[src/rtl/led_breath_multi.sv]
// rtl/led_breath_multi.sv - multi-channel breathing-LED PWM controller with phase-shifted triangle ramp
// Optional macro LED_BREATH_GAMMA_EN: squared (gamma) duty in breathe mode; PWM_STEPS must be a power of two.
module led_breath_multi #(
  parameter int CH             = 4,
  parameter int TICK_DIV       = 50,
  parameter int PWM_STEPS      = 1000,
  parameter int PHASE_OFS      = 0,
  parameter bit LED_ACTIVE_LOW = 1'b0
) (
  input  logic              w_clk,
  input  logic              w_rst,
  input  logic [CH-1:0]     i_en,
  input  logic [2*CH-1:0]   i_mode,
  input  logic              i_hold,
  output logic [CH-1:0]     o_led,
  output logic              o_frame
);

  localparam int DIV_W = (TICK_DIV > 1) ? $clog2(TICK_DIV) : 1;
  localparam int PWM_W = $clog2(PWM_STEPS + 1);
  localparam int PH_N  = 2 * PWM_STEPS;
  localparam int PH_W  = $clog2(PH_N);

  logic [DIV_W-1:0]  div_cnt;
  logic [PWM_W-1:0]  pwm;
  logic [PH_W-1:0]   ph;
  logic [2*CH-1:0]   mode_sh;
  logic              tick;
  logic              frame_end;
  logic [CH-1:0]     active;

  assign tick      = (div_cnt == DIV_W'(TICK_DIV - 1));
  assign frame_end = tick && (pwm == PWM_W'(PWM_STEPS - 1));

  always_ff @(posedge w_clk) begin
    if (w_rst) begin
      div_cnt <= '0;
      pwm     <= '0;
      ph      <= '0;
      mode_sh <= '0;
      o_frame <= 1'b0;
    end else begin
      div_cnt <= tick ? '0 : div_cnt + 1'b1;
      if (tick) begin
        pwm <= frame_end ? '0 : pwm + 1'b1;
      end
      o_frame <= frame_end;
      // Mode is shadowed at frame end so a change never truncates a frame.
      if (frame_end) begin
        mode_sh <= i_mode;
        if (!i_hold) begin
          ph <= (ph == PH_W'(PH_N - 1)) ? '0 : ph + 1'b1;
        end
      end
    end
  end

`ifdef LED_BREATH_GAMMA_EN
  if ((1 << $clog2(PWM_STEPS)) != PWM_STEPS) begin : g_pow2_chk
    $error("led_breath_multi: PWM_STEPS must be a power of two with gamma enabled");
  end
`endif

  for (genvar k = 0; k < CH; k++) begin : g_ch
    localparam int OFS = (k * PHASE_OFS) % PH_N;

    logic [PH_W:0]    ph_sum;
    logic [PH_W-1:0]  ph_k;
    logic [PH_W-1:0]  lvl_full;
    logic [PWM_W-1:0] level;
    logic [PWM_W-1:0] breathe;
    logic [PWM_W-1:0] duty;

    // Compare-and-subtract keeps the modulo exact for any PWM_STEPS.
    assign ph_sum   = {1'b0, ph} + (PH_W+1)'(OFS);
    assign ph_k     = (ph_sum >= (PH_W+1)'(PH_N)) ? PH_W'(ph_sum - (PH_W+1)'(PH_N))
                                                  : ph_sum[PH_W-1:0];
    assign lvl_full = (ph_k < PH_W'(PWM_STEPS)) ? ph_k : PH_W'(PH_N - 1) - ph_k;
    assign level    = PWM_W'(lvl_full);

`ifdef LED_BREATH_GAMMA_EN
    logic [2*PWM_W-1:0] sq;
    assign sq      = level * level;
    assign breathe = PWM_W'(sq >> $clog2(PWM_STEPS));
`else
    assign breathe = level;
`endif

    always_comb begin
      duty = '0;
      case (mode_sh[2*k +: 2])
        2'b00:   duty = breathe;
        2'b01:   duty = PWM_W'(PWM_STEPS);
        2'b10:   duty = '0;
        default: duty = PWM_W'(PWM_STEPS / 2);
      endcase
    end

    assign active[k] = i_en[k] && (pwm < duty);
  end

  always_ff @(posedge w_clk) begin
    if (w_rst) begin
      o_led <= {CH{LED_ACTIVE_LOW}};
    end else begin
      o_led <= active ^ {CH{LED_ACTIVE_LOW}};
    end
  end

endmodule

[config.mk]
export PLATFORM = sky130hd
export DESIGN_NAME = led_breath_multi
export DESIGN_NICKNAME = d
export VERILOG_FILES = /design/src/rtl/led_breath_multi.sv
export SDC_FILE = /design/constraint.sdc
export NUM_CORES = 1
export LEC_CHECK = 0
export BUFFER_PORTS_ARGS = -buffer_cell sky130_fd_sc_hd__buf_2
export CAP_MARGIN = 40
export CORE_MARGIN = 1.5
export CORE_UTILIZATION = 30
export CTS_CLUSTER_DIAMETER = 200
export DETAILED_ROUTE_END_ITERATION = 8
export PLACE_DENSITY_LB_ADDON = 0.3
export SKIP_LAST_GASP = 1
export SLEW_MARGIN = 15
export SYNTH_ARGS = -nofsm -noshare
export SYNTH_HDL_FRONTEND = slang
export SYNTH_SLANG_ARGS = --single-unit
[constraint.sdc]
create_clock -name w_clk -period 3.8 [get_ports w_clk]
set_input_delay 0.76 -clock w_clk [delete_from_list [all_inputs] [get_ports w_clk]]
set_output_delay 0.76 -clock w_clk [all_outputs]
set_load 0.05 [all_outputs]
# Yosys cells after proc, flatten, opt, wreduce, memory -nomap -nowiden
# Index checks and enable logic that the tools add are counted.
# W data, S select, Z words.
[word_totals]
register_bits = 40
input_bits = 15
output_inout_bits = 5
word_cells = 48
[classes]
addsub = 5
magnitude_cmp = 6
eq_ne = 11
n_mux = 8
bitwise_logic = 1
n_reduce_logical = 11
[ops]
columns = ["cell", "count"]
rows = [
  ["$pmux W10 S3", 4],
  ["$lt A10 B10 Y1", 4],
  ["$mux W11", 2],
  ["$mux W10", 2],
  ["$add A11 B1 Y11 const B", 1],
  ["$eq A11 B11 Y1 const B", 1],
  ["$ge A11 B11 Y1 const B", 1],
  ["$lt A11 B10 Y1 const B", 1],
  ["$sub A11 B11 Y11 const B", 1],
  ["$add A10 B1 Y10 const B", 1],
  ["$eq A10 B10 Y1 const B", 1],
  ["$sub A10 B10 Y10 const A", 1],
  ["$eq A2 B1 Y1 const B", 4],
  ["$eq A2 B2 Y1 const B", 4],
  ["$logic_not A2 Y1", 4],
  ["$add A6 B1 Y6 const B", 1],
  ["$eq A6 B6 Y1 const B", 1],
  ["$logic_and A1 B1 Y1", 5],
  ["$reduce_and A2 Y1", 1],
  ["$reduce_or A2 Y1", 1],
  ["$not A1 Y1", 1],
]

# Depth between registers and ports, before layout
# Gate-level depths: netlist (run 1).
[depth]
word_depth = 7
depth_mapped = 16

# Worst setup path after synthesis (run 1)
# Ideal clock, no wire load.
[synth_timing]
kind = "register to register"
startpoint = "register ph[5]"
endpoint = "register o_led[1]"
setup_time_ps = 134
t_arrival_ps = 3339
required_time_ps = 3666
setup_slack_ps = 328
path_stages_with_launch = 16
path_buffers = 0
period_less_slack_ps = 3472
cell_sequence = "dfxtp_1 > inv_1 > ha_1 > nor2b_1 > a21oi_1 > a211o_1 > o31a_1 > or4_1 > and3_1 > ha_1 > nand4_1 > or2_2 > o221ai_1 > nor2_1 > o21ai_0 > o211ai_1"
[synth_between]
elab_chain_cells = 7
word_cells_on_any_way = 9
cone_classes = "add/sub (2); order compare (3); mux (3); reduce/logical (1)"
[synth_lines]
columns = ["element", "line_no", "source"]
rows = [
  ["start, declared", "26", "logic [PH_W-1:0] ph;"],
  ["start signal, assigned", "52", "ph <= (ph == PH_W'(PH_N - 1)) ? '0 : ph + 1'b1;"],
  ["$sub A11 B11 Y11 / $ge A11 B11 Y1 (equally long branches)", "76", "assign ph_k = (ph_sum >= (PH_W+1)'(PH_N)) ? PH_W'(ph_sum - (PH_W+1)'(PH_N))"],
  ["$mux W11 *", "76", ""],
  ["$sub A10 B10 Y10 / $lt A11 B10 Y1 (equally long branches)", "78", "assign lvl_full = (ph_k < PH_W'(PWM_STEPS)) ? ph_k : PH_W'(PH_N - 1) - ph_k;"],
  ["$mux W10 *", "78", ""],
  ["$pmux W10 S3 *", "91", "case (mode_sh[2*k +: 2])"],
  ["$lt A10 B10 Y1 *", "99", "assign active[k] = i_en[k] && (pwm < duty);"],
  ["$logic_and A1 B1 Y1 *", "99", ""],
  ["end signal, assigned", "104", "o_led <= {CH{LED_ACTIVE_LOW}};"],
  ["end signal, assigned", "106", "o_led <= active ^ {CH{LED_ACTIVE_LOW}};"],
  ["end, declared", "15", "output logic [CH-1:0] o_led,"],
]
# Mark *: on every way between the ends. The rest lies on a longest branch, timed or not.
# A chain may end at the register's enable or synchronous reset.

# Worst setup path after layout (run 1)
[layout_timing]
startpoint = "register ph[4]"
endpoint = "register o_led[3]"
# The elaborated chain is that of the path after synthesis.

==> results.toml, run 1 <==
[run_status]
outcome = "finished clean"

[power]
p_leak_uw = 0.00177
ir_drop_uv = 147
cellPowerDensity_nw_per_um2 = 215
power_uw = 874

[global_routing]
grt_pass1_wl_um = 16200
grt_max_degree = 32
grt_overflow = 0
grt.total_usage_pct = 16.1
grt_pass1_vias = 3290
antenna_found_initial = 0

[sta]
slew_violations = 0
whs_ns = 0.487
skew_ns = 0.00886
period_minus_slack_ns = 3.55
hold_viol = 0
max_freq_mhz = 282
tightestPinTransition_ns = 0.687
max_slew_margin_pct = 54.2
setup_viol = 0
fin_crit_sh_pct = 93.5

[yosys]
syn-num-nets = 512
synth-compound-area-share_pct = 19.4
syn_area_um2 = 3500
synth_top_family_by_area = "simple AND/OR/NAND/NOR gates"
netlist_instances = 445
synth_fa_ha_area_share_pct = 18.6
yosysWarnings = 0
synth_ff_type = "dfxtp_1"
synthXorXnorAreaFrac_pct = 6.25
synth_edf_count = 0
ys_types = 52
async_flop_share_pct = 0
synthMuxAreaShare_pct = 1.57
synth_simple_gate_area_share_pct = 25.6
syn-mean-instance-area_um2 = 7.87
ys_seq_area_share_pct = 22.9
ys_ff_latch = 40

[cts]
cts-hold-fix-buffers = 0
numCtsBuffers = 5
cts_resized = 0
clk-insertion-delay-late_ns = 0.29
cts_tree = "built"
cts_root_buffer = "clkbuf_16"
clk_pin_slew_worst_paths_ns = 0.07
cts.path.max_buffers = 2
htree_levels = 2
cts_setup_buffers = 0
cts.sinks = 40

[detailed_routing]
route.detailed.drc = 0
post_drt_wl_per_cell_um = 15.6
firstDrtPassIters = 4
antenna_left = 0
drt_wl_total_um = 9700
vias_per_cell = 5.36
drt_iter0_drc = 138
via_count = 3338

[place]
dpl.hpwl_um = 7340
numPortBuffers = 19
gp_congestion = 0.841
placedCellCount = 616
post_dp_cell_area_um2 = 3890

[layout]
syn_to_final_growth_pct = 16.1
stdcell_area_um2 = 4070
final_cells = 623
utilization_pct = 35.6
n_antenna_cell = 0
final_nets = 547
layout-drive-gt1-share_pct = 15.6

[run]
drv_cap = 0

[floorplan]
rows = 39
die_y_um = 111
io_pins = 20
coreArea_um2 = 11400
chipWidth_um = 111
start_util_pct = 30.7
die-area_um2 = 12300

[worst_setup_path]
critical-path-slowest-cell = "or4_1"
crit_path_frequent_cell = "o21ai_0"
crit_required_ns = 3.97
setup.worst_path.start_class = "flip-flop"
end_kind = "flip-flop"
path_max_fanout = 13
crit_type = "reg2reg"
max_stage_delay_ns = 0.52
path_cells = "buf_4 > or2_1 > a31oi_1 > o21ai_0 > o31a_4 > or4_1 > and3_1 > ha_1 > nand4_1 > or2_2 > o221ai_1 > nor2_1 > o21ai_0 > o211ai_1"
cp.arrival_ns = 3.72

[worst_hold_path]
hp-class = "reg2reg"
==> final timing paths <==
check,cells past startpoint,startpoint,endpoint,slack (ns)
worst min-delay path,1,div_cnt[0],div_cnt[0],0.49
worst max register to register,14,ph[4],o_led[3],0.25
worst max-delay path,14,ph[4],o_led[3],0.25
worst min register to register,1,div_cnt[0],div_cnt[0],0.49
==> final cells by class <==
cell class	instances	area, um2
Clock inverter	2	12.5
Multi-Input combinational cell	357	2530
Inverter	29	109
Fill cell	1247	7350
Clock buffer	5	125
Sequential cell	40	801
Tap cell	143	179
Timing Repair Buffer	47	305
==> per-layer routing <==
| metal | routed length [um] | global-route usage [%] | vias up | share of wire [%] |
|---|---|---|---|---|
| li1 | - | - | 1693 | - |
| met5 | 0 | 0 | - | 0 |
| met4 | 100 | 3.80 | 0 | 1.0 |
| met2 | 4590 | 27.4 | 67 | 47 |
| met1 | 4470 | 21.6 | 1570 | 46 |
| met3 | 540 | 2.35 | 8 | 5.6 |
==> cell families (layout without fill, tap and decap cells) <==
group,after synthesis,in the layout
mux,5,5
flops,40,40
compound gates,105,105
buf+inv,48,83
xor+xnor,25,25
fa+ha+maj,52,52
simple gates,170,170
==> state kept, by name (all words and copies together), names as in the netlist <==
signal,flops
ph,11
o_led,4
o_frame,1
mode_sh,8
pwm,10
div_cnt,6
==> cells in the mapped netlist, types with 8 or more instances <==
master	n	area, um2
inv_1	29	109
dfxtp_1	40	801
ha_1	52	651
o21ai_0	8	40.0
clkbuf_1	14	52.6
xnor2_1	19	166
nor3_1	25	125
nand4_1	14	87.6
nand2_1	29	109
a21oi_1	52	260
and3_1	10	62.6
nor2_1	35	131
nand3_1	15	75.1
==> power by group <==
| group | total, uW | switching [uW] | internal [uW] |
|---|---|---|---|
| Combinational | 28.6 | 16.3 | 12.3 |
| Clock | 421 | 183 | 239 |
| Sequential | 425 | 2.59 | 422 |
==> through the flow <==
step / setup slack (ns) / setup TNS [ns]
after floorplan: 0.328 / 0
after global placement: 0.228 / 0
after detailed placement: 0.105 / 0
after CTS: 0.0900 / 0
after global routing: -0.00206 / -0.00206
final: 0.249 / 0
==> cell usage in the layout, fill, tap and decap left out, types with 4 or more instances in the layout <==
cell and count:
nand2_1 29, nand3_1 15, a41o_1 4, buf_2 19
nor2b_1 5, a311oi_1 4, or2_2 7, o21ai_0 8
or4_1 4, a21o_1 7, ha_1 52, nor3_1 25
xor2_1 6, mux2_2 4, and3_1 10, nor3b_1 6
clkbuf_16 5, xnor2_1 19, buf_4 28, nand4_1 14
inv_1 29, dfxtp_1 40, a31oi_1 5, a21oi_1 52
nor2_1 35
==> critical path: cells and delay by family, from the launching register on <==
kind	cells	cell delay, ns
buffers and inverters	1	0.16
adder cells (fa/ha/maj)	1	0.29
AND/OR/NAND/NOR	6	1.46
AO/OA/AOI/OAI	6	1.20
flip-flops	1	0.34
(Power assumes the default switching activity.)
==> inputs of run 2 (changes only) <==
- CELL_PAD_IN_SITES_DETAIL_PLACEMENT: default -> 1
- CELL_PAD_IN_SITES_GLOBAL_PLACEMENT: default -> 2
==> run 2 against run 1 <==
Compared with the run above: clock skew up 0.0059 ns; critical endpoint is now o_led[0]; combinational power fell by 4%; routed wire length grew 12%; largest cell class unchanged; sequential power about the same; core utilization increased by 0.46 points; critical path type unchanged; final cell count up 0.80%; fmax shrank 0.61%; first-iteration DRC count fell by 41%; clock power increased by 22%; design area grew 1.3%.
==> results.toml, run 2 (synthesis results as in run 1) <==
[worst_setup_path]
reg2reg_slack_ns = 0.23
critical-path-slowest-cell = "or4_1"
path_max_fanout = 10
path_cells = "inv_1 > ha_1 > nor2b_4 > a21oi_1 > a211o_1 > o31a_4 > buf_4 > or4_1 > and3_1 > ha_1 > and3_1 > o21ai_0 > nor2_1 > nor4_1 > a211o_1"
crit_type = "reg2reg"
max_stage_delay_ns = 0.49
end_kind = "flip-flop"
crit_required_ns = 3.98
cp.arrival_ns = 3.75
setup.worst_path.start_class = "flip-flop"

[run_status]
outcome = "finished clean"

[detailed_routing]
drt_iter0_drc = 82
post_drt_wl_per_cell_um = 17.3
antenna_left = 0
drt_wl_total_um = 10900
firstDrtPassIters = 4
vias_per_cell = 5.44
route.detailed.drc = 0
via_count = 3418

[floorplan]
io_pins = 20
die-area_um2 = 12300
start_util_pct = 30.7
rows = 39
coreArea_um2 = 11400
chipWidth_um = 111
die_y_um = 111

[layout]
largestRegisters = "ph (11), pwm (10), mode_sh (8)"
stdcell_area_um2 = 4120
largest_reg_flops = 11
final_cells = 628
final_nets = 551
n_antenna_cell = 0
utilization_pct = 36.1
regMostFlops = "ph"
layout-drive-gt1-share_pct = 16.3
syn_to_final_growth_pct = 17.6
layout_common_cells = "a21oi_1 (52), ha_1 (52), dfxtp_1 (39)"

[power]
ir_drop_uv = 187
cellPowerDensity_nw_per_um2 = 234
p_leak_uw = 0.00181

[cts]
clk_pin_slew_worst_paths_ns = 0.06
cts-hold-fix-buffers = 0
cts_tree = "built"
htree_levels = 2
cts.path.max_buffers = 2
cts_resized = 0
clk-insertion-delay-late_ns = 0.30
cts.sinks = 40
numCtsBuffers = 5
cts_setup_buffers = 0
cts_root_buffer = "clkbuf_16"

[place]
numPortBuffers = 19
post_dp_cell_area_um2 = 3920
dpl.hpwl_um = 8320
gp_congestion = 0.789
placedCellCount = 620
dp_slack_ns = 0.0639

[run]
drv_cap = 0

[sta]
slew_violations = 0
setup_viol = 0
setup_slack_ns = 0.227
period_minus_slack_ns = 3.57
final.setup.tns_ns = 0
skew_ns = 0.0148
fin_crit_sh_pct = 94.0
max_freq_mhz = 280
hold_viol = 0
rsz0062_at_grt = "true"
max_slew_margin_pct = 53.9
tightestPinTransition_ns = 0.691

[global_routing]
antenna_found_initial = 0
grt_pass1_vias = 3479
grt_max_degree = 32
grt_overflow = 0
grt_pass1_wl_um = 18000
grt.total_usage_pct = 18.1

[worst_hold_path]
hp-class = "reg2reg"
run 2: cell types whose count changed in the layout (fill, tap and decap cells not counted), sizes merged:
cell,change
buf,+4
bufinv,+1
clkinv,-1
inv,+1
run 2: power by group:
group	switching, uW	internal (uW)
clock network	199	313
logic	15.7	11.8
registers	2.61	422
total	217	746
run 2: cell type report:
cell class              count  area, um2
repair buffers             51        335
well taps                 143        179
multi-input cells         357       2520
flip-flops and latches     40        802
fillers                  1416       7300
inverters                  29        109
clock buffers               5        125
clock inverters             3       46.3
run 2: through the flow:
step	hold WS (ns)	power, uW
after floorplan	0.456	449
after global placement	0.469	461
after detailed placement	0.480	462
after CTS	0.490	980
after global routing	0.499	1000
final	0.485	963
run 2: critical path, delay by kind of cell (launching register included):
family | cells | cell delay, ns
simple gates | 6 | 1.30
compound gates | 5 | 1.14
fa+ha+maj | 2 | 0.46
flops | 1 | 0.31
buf+inv | 2 | 0.25
run 2: path summary, 6_finish.rpt:
check	start	to	cells after the start
worst max-delay path	ph[5]	o_led[0]	15
worst min-delay path	div_cnt[0]	div_cnt[0]	1
worst max register to register	ph[5]	o_led[0]	15
worst min register to register	div_cnt[0]	div_cnt[0]	1
run 2: metal layers:
metal	GRT usage (%)	vias up	part of all wire [%]
met3	2.46	11	1.9
met1	24.8	1672	50
met4	4.47	0	1.3
li1	-	1698	-
met2	30.2	37	47
met5	0	-	0
==> inputs of run 3 (changes only) <==
- ABC_AREA: default -> 1
==> run 3 against run 2 <==
Compared with the run above: sequential share of layout area increased by 1.6 points; first-iteration DRC count decreased by 2.4%; highest routed layer unchanged; sequential cell count unchanged; design area decreased by 7.8%.
==> results.toml, run 3 <==
[global_routing]
antenna_found_initial = 0
grt_pass1_vias = 3271
grt_pass1_wl_um = 16400
grt.total_usage_pct = 18.3
grt_overflow = 0
grt_max_degree = 13

[power]
swShare_pct = 22.7
p_leak_uw = 0.00169
ir_drop_uv = 143
p_comb_share_pct = 3.1
cellPowerDensity_nw_per_um2 = 236
power_frac_seq_pct = 47.4
internal_power_uw = 692
switchingPower_uw = 203
power_uw = 895
p_clk_share_pct = 49.5

[cts]
cts_resized = 0
cts_tree = "built"
cts.path.max_buffers = 2
cts_setup_buffers = 0
cts.sinks = 40
numCtsBuffers = 5
clk_pin_slew_worst_paths_ns = 0.06
htree_levels = 2
cts_root_buffer = "clkbuf_16"
cts-hold-fix-buffers = 0
clk-insertion-delay-late_ns = 0.29

[yosys]
ys_seq_area_share_pct = 23.7
synth_simple_gate_area_share_pct = 28.9
async_flop_share_pct = 0
yosysWarnings = 0
syn_area_um2 = 3380
synthMuxAreaShare_pct = 0
synthTopCellsByCount = "inv_1 (74), nand2_1 (71), ha_1 (52), nor2_1 (51), a21oi_1 (47)"
ys_ff_latch = 40
synthXorXnorAreaFrac_pct = 4.62
netlist_instances = 471
syn-mean-instance-area_um2 = 7.19
synth_ff_type = "dfxtp_1"
synth-compound-area-share_pct = 14.5
ys_types = 40
yosys.area.top_type = "dfxtp_1"
synth_top_family_by_area = "simple AND/OR/NAND/NOR gates"
yosysTopAreaCellShare_pct = 23.7
yosysMostFrequentCell = "inv_1"
syn-num-nets = 538
synth_fa_ha_area_share_pct = 19.2
synth_area_leaders = "dfxtp_1 (24%), ha_1 (19%), inv_1 (8.2%)"
synth_edf_count = 0

[floorplan]
die_y_um = 109
start_util_pct = 30.9
die-area_um2 = 11900
io_pins = 20
chipWidth_um = 109
coreArea_um2 = 10900
rows = 38

[worst_setup_path]
reg2reg_slack_ns = 0.45
crit_path_frequent_cell = "nand2_2"
critical-path-slowest-cell = "dfxtp_1"
max_stage_delay_ns = 0.34
end_kind = "flip-flop"
crit_family = "simple AND/OR/NAND/NOR gates"
cp-startpoint = "ph[5]"
cp.arrival_ns = 3.57
r2r-start = "ph[5]"
path_cells = "inv_1 > ha_1 > nand2_2 > nor2_2 > nand3_2 > nand2_4 > nand2_2 > nand2_2 > nor2_1 > nor2_1 > nand2_2 > nand2_8 > nand2_2 > xnor2_2 > a21oi_1 > ha_1 > a21oi_1 > o21ai_0 > nand3_1 > a21oi_1 > a2111o_1 > a21oi_1"
crit_required_ns = 4.03
path_buf_inv = 1
path_max_fanout = 9
crit_type = "reg2reg"
setup.worst_path.start_class = "flip-flop"

[detailed_routing]
post_drt_wl_per_cell_um = 15.8
drt_wl_total_um = 10100
vias_per_cell = 4.95
antenna_left = 0
via_count = 3154
drt_iter0_drc = 80
firstDrtPassIters = 5
route.detailed.drc = 0

[layout]
syn_to_final_growth_pct = 12.2
largestRegisters = "ph (11), pwm (10), mode_sh (8)"
n_antenna_cell = 0
regMostFlops = "ph"
largest_reg_flops = 11
layout_common_cells = "inv_1 (74), nand2_1 (71), ha_1 (52)"
utilization_pct = 34.7
stdcell_area_um2 = 3800
final_common_cell = "inv_1"
final_nets = 563
layout-drive-gt1-share_pct = 13.7

[place]
post_dp_cell_area_um2 = 3650
numPortBuffers = 19
gp_congestion = 0.834
dpl.hpwl_um = 8010

[sta]
final.setup.tns_ns = 0
slew_violations = 0
fin_crit_sh_pct = 88.1
skew_ns = 0.00860
rsz0062_at_grt = "false"
setup_viol = 0
tightestPinTransition_ns = 0.612
max_slew_margin_pct = 58.8
whs_ns = 0.461
hold_viol = 0
max_freq_mhz = 299
period_minus_slack_ns = 3.35

[run_status]
outcome = "finished clean"

[worst_hold_path]
hp-class = "reg2reg"
hold_start = "div_cnt[5]"

[run]
drv_cap = 0
## run 3: metal layers
layer | up-vias | GRT usage, % | wire length, um
li1 | 1603 | - | -
met1 | 1519 | 23.1 | 4850
met2 | 25 | 33.1 | 4990
met3 | 7 | 2.51 | 176
met4 | 0 | 3.62 | 67
met5 | - | 0 | 0
## run 3: through the flow
| step | instances | setup slack (ns) |
|---|---|---|
| global placement | 628 | 0.566 |
| detailed placement | 629 | 0.480 |
| finish | 637 | 0.454 |
| global route | 637 | 0.192 |
| floorplan | 471 | 0.974 |
| CTS | 637 | 0.429 |
## run 3: final cells by class
type	count	area, um2
Fill cell	1395	7140
Multi-Input combinational cell	352	2280
Sequential cell	40	801
Inverter	77	290
Tap cell	140	175
Clock buffer	6	139
Timing Repair Buffer	20	103
Clock inverter	2	10.0
## run 3: power by group through the flow
stage	Clock [uW]	Sequential (uW)	Combinational [uW]
floorplan	0	433	13.2
global placement	0	434	27.6
detailed placement	0	434	28.0
CTS	465	424	28.2
global route	474	425	31.7
finish	443	424	27.4
## run 3: final timing paths
kind | end | cells past startpoint
worst min register to register | div_cnt[5] | 2
worst max register to register | o_led[0] | 22
worst max-delay path | o_led[0] | 22
worst min-delay path | div_cnt[5] | 2
## run 3: tightest hold or removal path: stages (launching register included)
cell and delay, ns:
dfxtp_1 0.31, nand2_1 0.06, a21oi_1 0.05
## run 3: logic make-up after synthesis
group,Yosys count
xor gates and xnor gates,11
AOI/OAI and AO/OA,89
and+or+nand+nor,200
adders and majority gates,52
buffers and inverters,79
DFF,40
